**src/rtl/t03_tick_scheduler.sv**
```systemverilog
// t03_tick_scheduler: one shared prescaler tick multiplexed over N_CH countdown channels.
// Expired channels are presented one at a time on a registered valid/ready done port, round-robin.
//
// state     | meaning
// S_IDLE    | channel free, accepts a load
// S_ARMED   | counting down remaining on each tick
// S_EXPIRED | count reached zero, waiting for the done handshake
module t03_tick_scheduler #(
  parameter int N_CH     = 4,
  parameter int PRESCALE = 5000000,
  parameter int CNT_W    = 16,
  localparam int CH_W    = $clog2(N_CH),
  localparam int PRE_W   = $clog2(PRESCALE)
) (
  input  logic             hwclk,
  input  logic             rst,
  input  logic             en,
  input  logic             req_valid,
  input  logic [CH_W-1:0]  req_ch,
  input  logic [CNT_W-1:0] req_ticks,
  output logic             req_ready,
  input  logic             cancel_valid,
  input  logic [CH_W-1:0]  cancel_ch,
  output logic             done_valid,
  output logic [CH_W-1:0]  done_ch,
  input  logic             done_ready,
  output logic [N_CH-1:0]  busy,
  output logic             tick
);

  typedef enum logic [1:0] {S_IDLE, S_ARMED, S_EXPIRED} ch_state_e;

  localparam logic [PRE_W-1:0] PRE_LAST = PRE_W'(PRESCALE - 1);

  ch_state_e        r_state         [N_CH];
  ch_state_e        w_state_nxt     [N_CH];
  logic [CNT_W-1:0] r_remaining     [N_CH];
  logic [CNT_W-1:0] w_remaining_nxt [N_CH];

  logic [PRE_W-1:0] r_pre_ctr;
  logic             r_tick;
  logic             r_done_valid;
  logic [CH_W-1:0]  r_done_ch;
  logic [CH_W-1:0]  r_rr_ptr;

  logic [N_CH-1:0]  w_cancel_hit;
  logic [N_CH-1:0]  w_expired;
  logic [N_CH-1:0]  w_busy;
  logic             w_accept;
  logic             w_found;
  logic [CH_W-1:0]  w_sel_ch;

  always_ff @(posedge hwclk or posedge rst) begin
    if (rst) begin
      r_pre_ctr <= '0;
      r_tick    <= 1'b0;
    end else if (en) begin
      if (r_pre_ctr == PRE_LAST) begin
        r_pre_ctr <= '0;
        r_tick    <= 1'b1;
      end else begin
        r_pre_ctr <= r_pre_ctr + PRE_W'(1);
        r_tick    <= 1'b0;
      end
    end else begin
      r_tick <= 1'b0;
    end
  end

  assign w_accept = r_done_valid && done_ready;

  always_comb begin
    for (int i = 0; i < N_CH; i++) begin
      w_state_nxt[i]     = r_state[i];
      w_remaining_nxt[i] = r_remaining[i];
      // A cancel aimed at the channel currently on the done port is dropped.
      w_cancel_hit[i] = cancel_valid && (cancel_ch == CH_W'(i)) && (r_state[i] != S_IDLE)
                        && !(r_done_valid && (r_done_ch == CH_W'(i)));
      w_expired[i]    = (r_state[i] == S_EXPIRED) && !w_cancel_hit[i];
      w_busy[i]       = (r_state[i] != S_IDLE);
      case (r_state[i])
        S_IDLE: begin
          if (req_valid && (req_ch == CH_W'(i))) begin
            w_remaining_nxt[i] = req_ticks;
            w_state_nxt[i]     = (req_ticks == '0) ? S_EXPIRED : S_ARMED;
          end
        end
        S_ARMED: begin
          if (w_cancel_hit[i]) begin
            w_state_nxt[i]     = S_IDLE;
            w_remaining_nxt[i] = '0;
          end else if (r_tick) begin
            if (r_remaining[i] <= CNT_W'(1)) begin
              w_state_nxt[i]     = S_EXPIRED;
              w_remaining_nxt[i] = '0;
            end else begin
              w_remaining_nxt[i] = r_remaining[i] - CNT_W'(1);
            end
          end
        end
        S_EXPIRED: begin
          if ((w_accept && (r_done_ch == CH_W'(i))) || w_cancel_hit[i]) begin
            w_state_nxt[i]     = S_IDLE;
            w_remaining_nxt[i] = '0;
          end
        end
        default: begin
          w_state_nxt[i]     = S_IDLE;
          w_remaining_nxt[i] = '0;
        end
      endcase
    end
  end

  always_ff @(posedge hwclk or posedge rst) begin
    if (rst) begin
      for (int i = 0; i < N_CH; i++) begin
        r_state[i]     <= S_IDLE;
        r_remaining[i] <= '0;
      end
    end else begin
      for (int i = 0; i < N_CH; i++) begin
        r_state[i]     <= w_state_nxt[i];
        r_remaining[i] <= w_remaining_nxt[i];
      end
    end
  end

  // Round-robin search; the pointer add wraps because N_CH is a power of two.
  always_comb begin
    w_found  = 1'b0;
    w_sel_ch = r_rr_ptr;
    for (int k = 0; k < N_CH; k++) begin
      if (!w_found && w_expired[r_rr_ptr + CH_W'(k)]) begin
        w_found  = 1'b1;
        w_sel_ch = r_rr_ptr + CH_W'(k);
      end
    end
  end

  always_ff @(posedge hwclk or posedge rst) begin
    if (rst) begin
      r_done_valid <= 1'b0;
      r_done_ch    <= '0;
      r_rr_ptr     <= '0;
    end else if (r_done_valid) begin
      if (done_ready) begin
        r_done_valid <= 1'b0;
        r_rr_ptr     <= r_done_ch + CH_W'(1);
      end
    end else if (w_found) begin
      r_done_valid <= 1'b1;
      r_done_ch    <= w_sel_ch;
    end
  end

  assign req_ready  = (r_state[req_ch] == S_IDLE);
  assign done_valid = r_done_valid;
  assign done_ch    = r_done_ch;
  assign busy       = w_busy;
  assign tick       = r_tick;

endmodule

```
**config.mk**
```make
export PLATFORM = sky130hd
export DESIGN_NAME = t03_tick_scheduler
export DESIGN_NICKNAME = d
export VERILOG_FILES = /design/src/rtl/t03_tick_scheduler.sv
export SDC_FILE = /design/constraint.sdc
export NUM_CORES = 1
export LEC_CHECK = 0
export ABC_AREA = 1
export BUFFER_PORTS_ARGS = -buffer_cell sky130_fd_sc_hd__buf_2
export CAP_MARGIN = 25
export CORE_UTILIZATION = 50
export CTS_CLUSTER_DIAMETER = 50
export DETAILED_ROUTE_END_ITERATION = 10
export PLACE_DENSITY = 0.75
export SKIP_CTS_REPAIR_TIMING = 1
export SYNTH_ARGS = -nofsm -noshare
export SYNTH_HDL_FRONTEND = slang
export SYNTH_SLANG_ARGS = --single-unit
```
**constraint.sdc**
```tcl
create_clock -name hwclk -period 6.13 [get_ports hwclk]
set_input_delay 0.9195 -clock hwclk [delete_from_list [all_inputs] [get_ports hwclk]]
set_output_delay 0.9195 -clock hwclk [all_outputs]
set_load 0.05 [all_outputs]
```
==> results of run 1 <==
[logic make-up after synthesis]
group           Yosys count
flops                   101
compound gates          166
fa+ha+maj                13
xor+xnor                 51
buf+inv                 143
simple gates            460
[state kept, by name, indices dropped and copies added, names as in the netlist]
name         flops
done_ch          2
done_valid       1
r_pre_ctr       23
r_remaining     64
r_rr_ptr         2
r_state          8
tick             1
[final timing paths]
path / start / endpoint / slack, ps / cells after the start
min in group asynchronous: rst / r_remaining[41] / 660 / 2
worst min-delay path: r_remaining[25] / r_remaining[25] / 510 / 2
max in group asynchronous: rst / done_valid / 4400 / 3
worst max-delay path: r_state[7] / req_ready / 3020 / 4
worst min register to register: r_remaining[25] / r_remaining[25] / 510 / 2
worst max register to register: r_state[7] / r_remaining[48] / 3650 / 8
[cell type report]
class / instances / share of cell area [%]
Sequential cell: 101 / 34.4
Tap cell: 176 / 3.00
Inverter: 123 / 6.32
Multi-Input combinational cell: 690 / 49.9
Clock buffer: 12 / 3.35
Clock inverter: 4 / 0.647
Timing Repair Buffer: 35 / 2.42
[cell usage after synthesis, drive strengths merged]
library cell / instances
a211oi: 1
a21oi: 27
a221oi: 1
a22oi: 6
a2bb2oi: 1
a311o: 2
a31oi: 3
a32oi: 1
and2: 1
and3: 1
buf: 15
clkbuf: 5
dfrtp: 101
ha: 13
inv: 123
nand2: 232
nand3: 47
nand3b: 1
nand4: 20
nor2: 109
nor3: 31
nor3b: 3
nor4: 14
o2111ai: 1
o211ai: 3
o21ai: 77
o22ai: 42
o32a: 1
or2: 1
xnor2: 12
xor2: 39
[stage by stage]
stage | area (um^2) | util (%) | hold WS, ps | total power, mW
after floorplan | 6780 | - | 469 | 2.64
after global placement | 7050 | 53.3 | 494 | 2.91
after detailed placement | 7050 | 53.3 | 506 | 2.95
after CTS | 7350 | 55.5 | 518 | 3.54
after global routing | 7350 | 55.5 | 538 | 3.85
final | 7350 | 55.5 | 513 | 3.55
[report_power, final]
part / internal [mW] / switching (mW) / total (mW)
Combinational: 0.653 / 1.18 / 1.83
Sequential: 0.889 / 0.250 / 1.14
Clock: 0.327 / 0.255 / 0.582
[worst max-delay path: stages, from the launching register on]
cell,delay [ps]
dfrtp_1,420
nor2_1,600
nor3_1,90
nor4_1,380
buf_2,350
[layer usage]
| layer | up-vias | GRT usage, % |
|---|---|---|
| met1 | 2915 | 34.5 |
| met3 | 44 | 3.47 |
| met5 | - | 0 |
| li1 | 3134 | - |
| met4 | 0 | 12.7 |
| met2 | 204 | 39.3 |
[placed cells by master (no fill, tap or decap), drive strengths merged, types with 6 or more instances in the layout]
master	synthesis	final
o22ai	42	42
a22oi	6	6
nor2	109	109
nand4	20	20
xnor2	12	12
dfrtp	101	101
ha	13	13
nor3	31	31
o21ai	77	77
nand2	232	232
nand3	47	47
inv	123	123
buf	15	35
clkbuf	5	12
nor4	14	14
xor2	39	39
a21oi	27	27
==> results.md, run 1 <==
- Die area: around 14,000 um^2
- Sequential fraction of the synthesis area: 37.3%
- Largest family of logic cells by synthesized area: simple AND/OR/NAND/NOR gates
- Clock Latency Late Sink: ~350 ps
- WL/cell: between 10 and 15 um
- Post-Syn Area: a little under 7000 um^2
- Net Count, Synth: a little under 1,000
- DR vias/cell: about 5.5
- Worst min path class: reg2reg
- Seq cells post-synth: a little over 100
- Synth top area share: ~37%
- CTS buffer count: 9
- Root buffer cell: clkbuf_16
- P_leak: ~3.5 nW
- Synth area leaders: dfrtp_1 37%, nand2_1 12%, inv_1 6.5%
- CTS tree: yes
- Via Count: around 6,300
- Clock buffer depth: 2
- Yosys top cell by area: dfrtp_1
- Synth Area in Compound Gates: around 14%
- Min cycle time layout: ~3100 ps
- Endpoint type of the worst setup path: output pin
- Nets@finish: roughly 1,000
- DP HPWL: approximately 12,000 um
- Drt drc: 0
- CP Data Arrival Time: between 2000 and 2500 ps
- Layout cells sized above 1: 10.2%
- Synth cell types: 45
- Slew HR: 47.0%
- Num rows: between 40 and 50
- Sink Count: slightly above 100
- Post-Synth Adder-Cell Area: 2.40%
- Max-Cap Viols: 0
- Clk slew on worst S/H paths: ~70 ps
- Synth Area in Simple Gates: 30.7%
- Gr usage total: 25.3%
- Max Slew Vio Count: 0
- Top Layer Used: met4
- Drt initial violations: about 660
- CP max FO: 11
- GPL Wtd Cong: between 0.8 and 0.9
- Slew @ Worst Pin: a little under 800 ps
- RSZ-0062 raised after global routing: false
- Final setup fails: 0
- Worst Path Required: approximately 5200 ps
- Max Fclk: about 0.32 GHz
- Setup Skew: between 10 and 15 ps
- Pin count of the biggest net entering global routing: 52
- Synthesized instance count: 934
- GRT overflow: 0
- Core area: about 13,000 um^2
- I/O pins: 35
- Startpoint types: register
- Inserted Diodes: 0
- Pre-CTS setup slack: 3170 ps
- XOR/XNOR Fraction of Synth Area: 6.58%
- Final wirelength: approximately 17,000 um
- Final setup TNS: 0 ps
- First-pass GRT wire length: 28,200 um
- Routed Antenna Nets: 0
- Post-synthesis mux area share: 0%
- Final worst-path cycle share: between 50% and 60%
- Met2 WL: around 7600 um
- H-tree levels: 3
- I/O Buffers: 34
- Area occupied by multi-input gates: ~3700 um^2
- Initial antenna violation count: 0
- Vias in the first global route: approximately 5,800
- Metal-1 WL: 7900 um
- Fill count: 1,281
- Fin. Hold Viols: 0
- Synthesis Warnings: 0
- Pwr Density: between 400 and 500 nW/um^2
- Maximum VDD drop: between 0.2 and 0.25 mV
- Layout Cells excl Fill: 1,141
- DR WL met3: 919 um
- Final worst-path setup slack: 3020 ps
- Layout Area Growth over Synthesis: 8.32%
- Starting density of the core: about 51%
- Crit Path Class: reg2out
- Drt pass-1 iters: 5
- Status: finished, final reports clean
- Post-Syn Area per Cell: just over 7 um^2
- Die extent in y: around 120 um
- Die W: 118 um
- Storage element area: around 2500 um^2
- Placed insts: about 1,100
No activity file was read; power rests on OpenSTA's default activity.
==> run 2: changes to the inputs <==
--- a/config.mk
+++ b/config.mk
@@ -5,7 +5,7 @@
 export SDC_FILE = /design/constraint.sdc
 export NUM_CORES = 1
 export LEC_CHECK = 0
-export ABC_AREA = 1
+export ABC_AREA = 0
 export BUFFER_PORTS_ARGS = -buffer_cell sky130_fd_sc_hd__buf_2
 export CAP_MARGIN = 25
 export CORE_UTILIZATION = 50
==> constraint.sdc (replaced) <==
create_clock -name hwclk -period 3 [get_ports hwclk]
set_input_delay 0.45 -clock hwclk [delete_from_list [all_inputs] [get_ports hwclk]]
set_output_delay 0.45 -clock hwclk [all_outputs]
set_load 0.05 [all_outputs]
==> run 2 against run 1 <==
Net effect: die area down 6.8%; hold slack lost 290 ps; via count shrank 3.1%; sequential share of layout area grew 1.7 points; synthesized cell count down 23%; clock-buffer cell count rose by 1; combinational power up 91%; power increased by 98%; sequential power grew 110%; final cell count fell by 19%; clock skew down 1.5 ps; clock power up 100%; critical endpoint is now r_remaining[22]; highest routed layer unchanged.
==> results.md, run 2 <==
- Status: finished, final reports clean
- Num rows: 40
- DR vias/cell: approximately 6.6
- Synthesized instance count: 716
- Endpoint type of the worst setup path: register
- CTS buffer count: 9
- Clk slew on worst S/H paths: 70 ps
- WL/cell: 19.4 um
- Critical Path Start: done_ch[0]
- R2R Path Start: done_ch[0]
- Post-synthesis mux area share: less than 1%
- GRT overflow: 0
- Worst min path class: in2async
- XOR/XNOR Fraction of Synth Area: 2.78%
- Slew @ Worst Pin: between 1000 and 1500 ps
- Clock buffer depth: 2
- Starting density of the core: about half
- Largest family of logic cells by synthesized area: compound AO/OA/AOI/OAI gates
- Commonest non-fill, non-tap cell in the layout: dfrtp_1
- Fill count: 1,070
- Net Count, Synth: approximately 760
- Gr usage total: 29.2%
- Fin. Hold Viols: 0
- Final setup TNS: 0 ps
- Max Slew Vio Count: 0
- RR Endpoint: r_remaining[22]
- Layout Area Growth over Synthesis: 11.0%
- Max stage delay on crit path: between 500 and 600 ps
- Synth Area in Compound Gates: approximately 28%
- Core area: ~12,000 um^2
- CP Data Arrival Time: between 2000 and 3000 ps
- Nets@finish: approximately 800
- Cells along the critical path: inv_1, ha_1, and4_1, a311oi_1, a22oi_1, buf_4, nand2b_1, o22ai_1
- Drt initial violations: 849
- Synth cell types: 64
- Number of enable flip-flop cells after synthesis: 0
- Root buffer cell: clkbuf_16
- DP HPWL: between 10,000 and 15,000 um
- Final wirelength: around 18,000 um
- Buf/Inv on CP: 2
- Die area: approximately 13,000 um^2
- Overall power: approximately 7 mW
- I/O pins: 35
- Top reg by flops: r_remaining
- RSZ-0062 raised after global routing: false
- Setup Skew: just over 9 ps
- Synth area leaders: dfrtp_1 40%, o21ai_0 4.8%, o2bb2ai_1 4.2%
- Synth Area in Simple Gates: a little over a fifth
- Critical path's slowest cell: a311oi_1
- Via Count: between 6,000 and 7,000
- Biggest regs: r_remaining x64, r_pre_ctr x23, r_state x8
- Ys async rst share: 100%
- Vias in the first global route: about 5,700
- Critical Path End: r_remaining[22]
- Max-Cap Viols: 0
- Pwr Density: roughly 1000 nW/um^2
- FF-to-FF path depth: 8
- Worst Path Required: between 3000 and 4000 ps
- Cell family with most CP delay: compound AO/OA/AOI/OAI gates
- Layout cells sized above 1: 10.4%
- Drt drc: 0
- GPL Wtd Cong: 0.916
- Sequential fraction of the synthesis area: 40.0%
- Synthesis Warnings: 0
- Inserted Diodes: 0
- Reg2reg setup slack: ~450 ps
- Placed insts: 909
- Initial antenna violation count: 0
- Startpoint types: register
- First-pass GRT wire length: slightly below 30,000 um
- Maximum VDD drop: ~0.43 mV
- Clock Latency Late Sink: roughly 350 ps
- Die W: approximately 110 um
- Top-count cell post-synth: dfrtp_1
- Post-Syn Area per Cell: 8.82 um^2
- Synth Flop Type: dfrtp_1
- Drt pass-1 iters: 5
- Final worst-path cycle share: 85.1%
- Post-Syn Area: 6310 um^2
- Yosys top cell by area: dfrtp_1
- H-tree levels: 3
- Area post-placement: around 6700 um^2
- I/O Buffers: 34
- Die extent in y: about 110 um
- Synth top area share: 40.0%
- Number of cells on the critical path: 8
- Slew HR: between 30% and 40%
- CTS tree: yes
- Sink Count: roughly 100
- Min cycle time layout: about 2600 ps
- Layout Cells excl Fill: 925
- Crit Path Class: reg2reg
- Max Fclk: 0.392 GHz
- Max reg flops: 64
- Final setup fails: 0
- Most frequent cells in the layout: 101 x dfrtp_1, 67 x nor2_1, 60 x o21ai_0
- Post-Synth Adder-Cell Area: ~2.6%
- Pin count of the biggest net entering global routing: 39
- Synth cell count leaders: 101 x dfrtp_1, 67 x nor2_1, 60 x o21ai_0, 46 x nand2_1, 42 x nor3_1
- Seq cells post-synth: about 100
- CP max FO: 12
- Routed Antenna Nets: 0
- P_leak: 2.90 nW
- Design area: roughly 7000 um^2
==> run 2: cell types whose count changed after synthesis, sizes merged, moves of 19 or more <==
cell,before,now
nor2,109,67
o2bb2ai,0,30
inv,123,38
a22oi,6,25
o22ai,42,17
nand2,232,46
nand3,47,25
xor2,39,6
==> run 2: how the worst min path moves through the flow <==
stage | start | endpoint | depth (start not counted)
floorplan | r_remaining[31] | r_remaining[31] | 1
global placement | r_remaining[31] | r_remaining[31] | 1
detailed placement | r_remaining[31] | r_remaining[31] | 1
CTS | rst | r_pre_ctr[13] | 2
global route | rst | r_remaining[30] | 2
finish | rst | r_pre_ctr[0] | 2
==> run 2: metal layers <==
| layer | global-route usage (%) | vias up | share of wire, % |
|---|---|---|---|
| met5 | 0 | - | 0 |
| met2 | 46.5 | 300 | 46 |
| met3 | 6.72 | 39 | 8.8 |
| met4 | 12.1 | 0 | 3.0 |
| met1 | 38.4 | 2941 | 42 |
| li1 | - | 2819 | - |
==> run 2: final cells by class <==
cell class,instances,area (um^2),area share (%)
clock buffers,13,250,3.57
clock inverters,3,45.0,0.643
inverters,38,146,2.09
multi-input cells,551,3520,50.2
flip-flops and latches,101,2530,36.1
well taps,168,210,3.00
repair buffers,51,310,4.43
==> run 2: cell families (layout without fill, tap and decap cells) <==
logic type | Yosys count | after routing
flip-flops | 101 | 101
AND/OR/NAND/NOR | 269 | 269
AO/OA/AOI/OAI | 245 | 245
buffers and inverters | 64 | 105
XOR/XNOR | 20 | 20
adder cells (fa/ha/maj) | 13 | 13
multiplexers | 4 | 4
==> run 2: worst reg2reg max path: stages (launching register included) <==
cell,delay (ps)
dfrtp_1,430
inv_1,100
ha_1,220
and4_1,190
a311oi_1,530
a22oi_1,180
buf_4,210
nand2b_1,380
o22ai_1,180
==> run 2: power by group <==
group / switching (mW) / internal [mW]
registers: 0.560 / 1.82
logic: 2.14 / 1.35
clock network: 0.509 / 0.671
==> run 2: per-stage QoR <==
stage          setup WS [ps]  utilization, %  hold WS [ps]
6_report                 446            57.6           223
5_1_grt                  301            57.6           292
3_5_place_dp             524            55.2           475
4_1_cts                  487            57.6           239
2_1_floorplan            606               -           448
3_3_place_gp             576            55.1           470
